===== src/rtl/i2s_rx_frame_fifo_if.sv =====
// Frame-side bundle of the I2S receive framer: word strobe in, stereo frames out.
// The slave modport is the framer itself; the master modport is whoever drives words and sinks frames.
interface i2s_rx_frame_fifo_if #(
  parameter int WORD_WIDTH = 16,
  parameter int FIFO_DEPTH = 4
);
  logic [WORD_WIDTH-1:0]         data_i;
  logic                          lr_chnl_i;
  logic                          write_i;
  logic                          clr_i;
  logic [WORD_WIDTH-1:0]         frame_left_o;
  logic [WORD_WIDTH-1:0]         frame_right_o;
  logic                          frame_valid_o;
  logic                          frame_ready_i;
  logic [$clog2(FIFO_DEPTH):0]   count_o;
  logic                          sync_err_o;
  logic                          overflow_o;

  modport slave (
    input  data_i, lr_chnl_i, write_i, clr_i, frame_ready_i,
    output frame_left_o, frame_right_o, frame_valid_o, count_o, sync_err_o, overflow_o
  );

  modport master (
    output data_i, lr_chnl_i, write_i, clr_i, frame_ready_i,
    input  frame_left_o, frame_right_o, frame_valid_o, count_o, sync_err_o, overflow_o
  );
endinterface


===== src/rtl/i2s_rx_frame_fifo.sv =====
// Pairs left/right channel words into stereo frames and buffers them in a
// fall-through FIFO with sticky channel-order and overflow flags.
module i2s_rx_frame_fifo #(
  parameter int WORD_WIDTH = 16,
  parameter int FIFO_DEPTH = 4
) (
  input  logic                 clk_i,
  input  logic                 rst_i,
  i2s_rx_frame_fifo_if.slave   bus
);
  localparam int PW = $clog2(FIFO_DEPTH);
  localparam int CW = PW + 1;
  localparam logic [CW-1:0] DEPTH_C = CW'(FIFO_DEPTH);

  typedef enum logic {WAIT_L = 1'b0, HAVE_L = 1'b1} state_t;

  state_t                  state_q, state_d;
  logic [WORD_WIDTH-1:0]   left_q, left_d;
  logic [PW-1:0]           wr_ptr_q, wr_ptr_d;
  logic [PW-1:0]           rd_ptr_q, rd_ptr_d;
  logic [CW-1:0]           count_q, count_d;
  logic                    sync_err_q, sync_err_d;
  logic                    overflow_q, overflow_d;
  logic [2*WORD_WIDTH-1:0] mem_q [FIFO_DEPTH];

  logic push_req;
  logic push;
  logic pop;
  logic full;
  logic sync_set;
  logic ovf_set;

  always_comb begin
    state_d  = state_q;
    left_d   = left_q;
    push_req = 1'b0;
    sync_set = 1'b0;
    if (bus.write_i) begin
      case (state_q)
        WAIT_L: begin
          if (bus.lr_chnl_i) begin
            sync_set = 1'b1;
          end else begin
            left_d  = bus.data_i;
            state_d = HAVE_L;
          end
        end
        HAVE_L: begin
          if (bus.lr_chnl_i) begin
            push_req = 1'b1;
            state_d  = WAIT_L;
          end else begin
            left_d   = bus.data_i;
            sync_set = 1'b1;
          end
        end
        default: state_d = WAIT_L;
      endcase
    end
  end

  // A pop in the same cycle frees the slot a full-FIFO push needs.
  always_comb begin
    pop      = (count_q != '0) && bus.frame_ready_i;
    full     = (count_q == DEPTH_C);
    push     = push_req && (!full || pop);
    ovf_set  = push_req && full && !pop;
    wr_ptr_d = push ? wr_ptr_q + PW'(1) : wr_ptr_q;
    rd_ptr_d = pop  ? rd_ptr_q + PW'(1) : rd_ptr_q;
    count_d  = count_q;
    if (push && !pop) begin
      count_d = count_q + CW'(1);
    end else if (pop && !push) begin
      count_d = count_q - CW'(1);
    end
    sync_err_d = sync_err_q;
    overflow_d = overflow_q;
    if (bus.clr_i) begin
      sync_err_d = 1'b0;
      overflow_d = 1'b0;
    end
    if (sync_set) sync_err_d = 1'b1;
    if (ovf_set)  overflow_d = 1'b1;
  end

  always_ff @(posedge clk_i) begin
    if (rst_i) begin
      state_q    <= WAIT_L;
      wr_ptr_q   <= '0;
      rd_ptr_q   <= '0;
      count_q    <= '0;
      sync_err_q <= 1'b0;
      overflow_q <= 1'b0;
    end else begin
      state_q    <= state_d;
      wr_ptr_q   <= wr_ptr_d;
      rd_ptr_q   <= rd_ptr_d;
      count_q    <= count_d;
      sync_err_q <= sync_err_d;
      overflow_q <= overflow_d;
    end
  end

  // Holding register and frame storage carry no reset; the pointers define validity.
  always_ff @(posedge clk_i) begin
    left_q <= left_d;
    if (push && !rst_i) begin
      mem_q[wr_ptr_q] <= {left_q, bus.data_i};
    end
  end

  assign bus.frame_left_o  = mem_q[rd_ptr_q][2*WORD_WIDTH-1:WORD_WIDTH];
  assign bus.frame_right_o = mem_q[rd_ptr_q][WORD_WIDTH-1:0];
  assign bus.frame_valid_o = (count_q != '0);
  assign bus.count_o       = count_q;
  assign bus.sync_err_o    = sync_err_q;
  assign bus.overflow_o    = overflow_q;
endmodule

===== src/flat_wrapper.sv =====
// flat-port wrapper written by rule: the top's interface ports become plain ports
module i2s_rx_frame_fifo_flat 
#(
  parameter int WORD_WIDTH = 16,
  parameter int FIFO_DEPTH = 4
)
  (clk_i, rst_i, bus_data_i, bus_lr_chnl_i, bus_write_i, bus_clr_i, bus_frame_ready_i, bus_frame_left_o, bus_frame_right_o, bus_frame_valid_o, bus_count_o, bus_sync_err_o, bus_overflow_o);
  i2s_rx_frame_fifo_if #(.WORD_WIDTH(WORD_WIDTH), .FIFO_DEPTH(FIFO_DEPTH)) bus_i ();
  input  logic clk_i;
  input  logic rst_i;
  input wire logic [$bits(bus_i.data_i)-1:0] bus_data_i;
  input wire logic [$bits(bus_i.lr_chnl_i)-1:0] bus_lr_chnl_i;
  input wire logic [$bits(bus_i.write_i)-1:0] bus_write_i;
  input wire logic [$bits(bus_i.clr_i)-1:0] bus_clr_i;
  input wire logic [$bits(bus_i.frame_ready_i)-1:0] bus_frame_ready_i;
  output wire logic [$bits(bus_i.frame_left_o)-1:0] bus_frame_left_o;
  output wire logic [$bits(bus_i.frame_right_o)-1:0] bus_frame_right_o;
  output wire logic [$bits(bus_i.frame_valid_o)-1:0] bus_frame_valid_o;
  output wire logic [$bits(bus_i.count_o)-1:0] bus_count_o;
  output wire logic [$bits(bus_i.sync_err_o)-1:0] bus_sync_err_o;
  output wire logic [$bits(bus_i.overflow_o)-1:0] bus_overflow_o;
  assign bus_i.data_i = bus_data_i;
  assign bus_i.lr_chnl_i = bus_lr_chnl_i;
  assign bus_i.write_i = bus_write_i;
  assign bus_i.clr_i = bus_clr_i;
  assign bus_i.frame_ready_i = bus_frame_ready_i;
  assign bus_frame_left_o = bus_i.frame_left_o;
  assign bus_frame_right_o = bus_i.frame_right_o;
  assign bus_frame_valid_o = bus_i.frame_valid_o;
  assign bus_count_o = bus_i.count_o;
  assign bus_sync_err_o = bus_i.sync_err_o;
  assign bus_overflow_o = bus_i.overflow_o;
  i2s_rx_frame_fifo #(.WORD_WIDTH(WORD_WIDTH), .FIFO_DEPTH(FIFO_DEPTH)) u_core (.clk_i(clk_i), .rst_i(rst_i), .bus(bus_i));
endmodule

===== config.mk =====
export PLATFORM = sky130hd
export DESIGN_NAME = i2s_rx_frame_fifo_flat
export DESIGN_NICKNAME = d
export VERILOG_FILES = /design/src/rtl/i2s_rx_frame_fifo_if.sv /design/src/rtl/i2s_rx_frame_fifo.sv /design/src/flat_wrapper.sv
export SDC_FILE = /design/constraint.sdc
export NUM_CORES = 1
export LEC_CHECK = 0
export CORE_MARGIN = 5
export CORE_UTILIZATION = 30
export CTS_CLUSTER_SIZE = 24
export DETAILED_ROUTE_END_ITERATION = 6
export PLACE_DENSITY_LB_ADDON = 0.12
export SETUP_SLACK_MARGIN = 0.05
export SLEW_MARGIN = 20
export SYNTH_ARGS = -nofsm -noshare
export SYNTH_HDL_FRONTEND = slang
export SYNTH_SLANG_ARGS = --single-unit

===== constraint.sdc =====
create_clock -name clk_i -period 2.43 [get_ports clk_i]
set_clock_uncertainty 0.05 [all_clocks]
set_input_delay 0.729 -clock clk_i [delete_from_list [all_inputs] [get_ports clk_i]]
set_output_delay 0.729 -clock clk_i [all_outputs]
set_load 0.02 [all_outputs]

# Yosys cells after proc, flatten, opt, wreduce, memory -nomap -nowiden
# Memories as Yosys holds them, arrays and structs flattened. A register that Yosys moved wholly into a read port is not among the register bits.
# Cells that the tools add are included.
[totals] in_bits=22 word_cells=48 regBits=26 mem_count=1 ramBits=128
[memory_table] memory="u_core.mem_q" words=4 word_bits=32 rd=1 rd_ports_with_merged_regs=1 write_ports=1 line_no="i2s_rx_frame_fifo.sv:24" text="logic [2*WORD_WIDTH-1:0] mem_q [FIFO_DEPTH];"
[op_classes] eq_ne=1 bitwise=2 mux=16 n_reduce_logical=17 add_sub_neg=4
[ops] operator="16-bit 2-to-1 mux" n=1
[ops] operator="1-bit 2-to-1 mux" n=10
[ops] operator="1-bit logical AND" n=7
[ops] operator="3-bit 2-to-1 mux" n=2
[ops] operator="2-bit nonzero test" n=3
[ops] operator="2-bit by 1-bit adder with 2-bit output, second input constant" n=2
[ops] operator="1-bit logical NOT" n=4
[ops] operator="2-bit 2-to-1 mux" n=2
[ops] operator="3-bit by 1-bit adder with 3-bit output, second input constant" n=1
[ops] operator="3-bit equality test, second input constant" n=1
[ops] operator="3-bit nonzero test" n=1
[ops] operator="3-bit by 1-bit subtractor with 3-bit output, second input constant" n=1
[ops] operator="1-bit NOT" n=2
[ops] operator="1-bit one-hot mux with 2 select lines" n=1
[ops] operator="2-bit AND reduction" n=1
[ops] operator="1-bit logical OR" n=1

# Logic depth before layout (Yosys ltp)
[logic_depth] ltp_word=8 mapped_depth=9

# Least setup slack after synthesis
# No wires, ideal clock.
[synth_path] path_kind="input to register" from="input port bus_lr_chnl_i" to="memory u_core.mem_q[2][0] (netlist bit) (enable)" t_required_ns=1.988 slack_ns=-0.006 arrival_ns=1.994 path_stages=4 n_path_buf=0 path_cell_list="ha_1 -> nand2_1 -> nor3_1 -> and2_1"
[synth_between] elab_chain_cells=7
[synth_lines] element="start, declared" line_no="flat_wrapper.sv:12" text="input wire logic [$bits(bus_i.lr_chnl_i)-1:0] bus_lr_chnl_i;"
[synth_lines] element="1-bit 2-to-1 mux" line_no="i2s_rx_frame_fifo.sv:49" text="if (bus.lr_chnl_i) begin"
[synth_lines] element="1-bit 2-to-1 mux" line_no="i2s_rx_frame_fifo.sv:39" text="case (state_q)"
[synth_lines] element="1-bit 2-to-1 mux" line_no="i2s_rx_frame_fifo.sv:38" text="if (bus.write_i) begin"
[synth_lines] element="1-bit logical AND" line_no="i2s_rx_frame_fifo.sv:66" text="push = push_req && (!full || pop);"
[synth_lines] element="1-bit logical AND" line_no="i2s_rx_frame_fifo.sv:107" text="if (push && !rst_i) begin"
[synth_lines] element="1-bit 2-to-1 mux" line_no="i2s_rx_frame_fifo.sv:107"
[synth_lines] element="1-bit 2-to-1 mux (implied by the code)" line_no="i2s_rx_frame_fifo.sv:108" text="mem_q[wr_ptr_q] <= {left_q, bus.data_i};"
[synth_lines] element="end, declared" line_no="i2s_rx_frame_fifo.sv:24"
# No other way between the ends.

==> impl_metrics.env <==
export IMPL_status="finished with violations"
export IMPL_violations="setup timing"
export IMPL_cp_top_family="multiplexers"
export IMPL_grt_pass1_vias=3009
export IMPL_placed_area_sq_um=6904
export IMPL_yosysSeqAreaShare_pct=79.93
export IMPL_p_clk_share_pct=31.8
export IMPL_timing_rr_start="u_core.bus.count_o[2]"
export IMPL_critPathSlowestCell="mux4_2"
export IMPL_synth_xor_area_share_pct=0.6135
export IMPL_drv_cap=0
export IMPL_layout_common_cells="144 x edfxtp_1, 33 x buf_6, 32 x mux4_2"
export IMPL_finalWirelength_um=11020
export IMPL_comb_power_share_pct=24.5
export IMPL_synth_compound_area_share_pct=0.9202
export IMPL_maxSlewViolCount=0
export IMPL_cts_tree="built"
export IMPL_dp_hpwl_um=6698
export IMPL_grt_overflow=0
export IMPL_yosysWarnings=0
export IMPL_syn_inst=244
export IMPL_chipHeight_um=148.0
export IMPL_total_leakage_power_uw=0.002461
export IMPL_drt_pre_antenna_iters=4
export IMPL_fin_area_sq_um=7530
export IMPL_synth_top_family_by_area="multiplexers"
export IMPL_placed_cells=553
export IMPL_synthSimpleGateAreaFrac_pct=2.366
export IMPL_postRouteAntennaNets=0
export IMPL_synth_seq_cells=156
export IMPL_viasPerCell=4.486
export IMPL_fin_ws_ns=-0.06403
export IMPL_netlist_area_sq_um=5710
export IMPL_die_width_um=148.0
export IMPL_p_per_area_nw_per_um2=948.1
export IMPL_clk_pin_slew_ns=0.06
export IMPL_path_cells="buf_4 -> buf_6 -> mux4_2 -> buf_6"
export IMPL_cp_required_ns=1.65
export IMPL_startpoint_type="flop"
export IMPL_final_period_utilization_pct=102.6
export IMPL_critPathBufInv=3
export IMPL_layout_min_cycle_time_ns=2.494
export IMPL_drive_gt1_share_pct=38.70
export IMPL_internal_power_uw=5283
export IMPL_hp_start="u_core.left_q[4]"
export IMPL_max_freq_mhz=401.0
export IMPL_pwr_share_seq_pct=43.7
export IMPL_synth_fa_ha_area_share_pct=1.665
export IMPL_rsz0062_at_grt="yes"
export IMPL_start_util_pct=30.53
export IMPL_grt_max_degree=20
export IMPL_grt_pass1_wl_um=17720
export IMPL_fp_row_count=50
export IMPL_setup_viol_count_final=27
export IMPL_tns_ns=-0.7214
export IMPL_p_switching_uw=1855
export IMPL_clk_latency_ns=0.41
export IMPL_insertedDiodeCount=0
export IMPL_cts_sinks=156
export IMPL_antenna_found_initial=0
export IMPL_port_buffers=59
export IMPL_drt_iter0_markers=145
export IMPL_syn2layout_area_growth_pct=31.86
export IMPL_design_die_area_sq_um=21890
export IMPL_core_area_sq_um=18710
export IMPL_hold_slack_ns=0.4413
export IMPL_hp_class="flop to flop"
export IMPL_crit_type="flop to output port"
export IMPL_switching_share_pct=25.99
export IMPL_cts_hold_buf=0
export IMPL_place_ws_ns=-0.4391
export IMPL_synth_area_mux_share_pct=13.23
export IMPL_cp_max_fo=5
export IMPL_numCtsBuffers=17
export IMPL_htreeDepth=4
export IMPL_slowest_delay_ns=0.50
export IMPL_nFillCells=1641
export IMPL_grtUsageTotal_pct=11.04
export IMPL_vias=2638
export IMPL_vdd_ir_drop_max_v=0.0005014
export IMPL_crit_top_cell="buf_6"
export IMPL_drc=0
export IMPL_cp_end_kind="output port"
export IMPL_pin_count=60
export IMPL_avgSynthCellArea_sq_um=23.40
export IMPL_clockBufferDepth=2
export IMPL_root_buffer="clkbuf_16"
export IMPL_tightest_slew_ns=0.4605
export IMPL_synth_nets=273
export IMPL_hold_violations=0
export IMPL_synth_distinct_cells=28
export IMPL_nets=371
export IMPL_wl_per_cell_um=18.75
export IMPL_timing_slew_headroom_pct=69.04
export IMPL_gp_congestion=0.6732
export IMPL_arrival_ns=1.72
export IMPL_mostFrequentLayoutCell="edfxtp_1"
export IMPL_finalNonFillerCells=588
## registers in the layout, indices dropped and copies added, names as in the netlist, named ones only
register,count
u_core.state_q,1
u_core.left_q,16
u_core.bus.overflow_o,1
u_core.rd_ptr_q,2
u_core.bus.sync_err_o,1
u_core.mem_q,128
u_core.bus.count_o,3
u_core.wr_ptr_q,2
## worst paths after layout
path                                end  cells after the start  slack [ns]
hold reg to reg     u_core.mem_q[0][20]                      0        0.44
setup / recovery  bus_frame_right_o[14]                      4       -0.06
hold / removal      u_core.mem_q[0][20]                      0        0.44
setup reg to reg  u_core.bus.count_o[2]                      7        0.31
## cell families after synthesis
| logic type | Yosys count |
|---|---|
| flip-flops | 156 |
| buffers and inverters | 12 |
| AO/OA/AOI/OAI | 7 |
| AND/OR/NAND/NOR | 23 |
| XOR/XNOR | 4 |
| adder cells (fa/ha/maj) | 7 |
| multiplexers | 35 |
## per-stage QoR
stage	utilization (%)	power (uW)
2_1_floorplan	-	4080
3_5_place_dp	36.91	4802
5_1_grt	40.25	7503
6_report	40.25	7139
4_1_cts	40.46	7382
3_3_place_gp	36.91	4810
## Yosys cell counts
library cell / instances / area, sq um
mux4_2: 32 / 720.7
o311ai_0: 1 / 8.760
nand2_1: 1 / 3.750
o31ai_1: 1 / 7.510
ha_1: 6 / 75.07
edfxtp_1: 144 / 4324
a32oi_1: 1 / 8.760
a21oi_1: 1 / 5.000
dfxtp_1: 12 / 240.2
clkbuf_1: 1 / 3.750
nor2b_1: 2 / 12.51
buf_2: 4 / 20.02
buf_6: 3 / 33.78
a22oi_1: 1 / 7.510
o21ba_2: 1 / 10.01
inv_1: 4 / 15.01
nor3_1: 1 / 5.000
mux2_4: 1 / 15.01
nor2_1: 9 / 33.78
and2_1: 4 / 25.02
o21ai_0: 1 / 5.000
xor2_1: 4 / 35.03
nor2_2: 1 / 6.260
fa_1: 1 / 20.02
nor4b_4: 1 / 23.77
or3_1: 2 / 12.51
mux2i_1: 2 / 20.02
nand2b_1: 2 / 12.51
## what timing repair did
item                       4_1_cts  5_1_grt
resized for setup              198        3
pin swaps                        1        3
setup endpoints to repair       36       33
setup buffers                    3        1
cloned                           2        0
## power by group through the flow
stage / registers, uW / logic (uW) / clock network [uW]
6_report: 3120 / 1750 / 2270
5_1_grt: 3140 / 1880 / 2480
4_1_cts: 3120 / 1910 / 2350
3_5_place_dp: 3160 / 1640 / 0
3_3_place_gp: 3160 / 1650 / 0
2_1_floorplan: 3140 / 937 / 0
## cell type report
type / instances / area (sq um) / share of cell area, %
Clock buffer: 19 / 432.9 / 5.749
Clock inverter: 12 / 77.57 / 1.030
Inverter: 4 / 15.01 / 0.1994
Multi-Input combinational cell: 76 / 1106 / 14.69
Sequential cell: 156 / 4572 / 60.72
Tap cell: 234 / 292.8 / 3.888
Timing Repair Buffer: 87 / 1033 / 13.73
## metal layers
layer  vias to the layer above  GRT usage, %  share of wire, %
met2                        45         18.11                51
met5                         -             0                 0
li1                       1200             -                 -
met1                      1381         13.50                44
met3                        12         4.047               3.9
met4                         0         3.880               1.4
No activity file was read; power rests on OpenSTA's default activity.
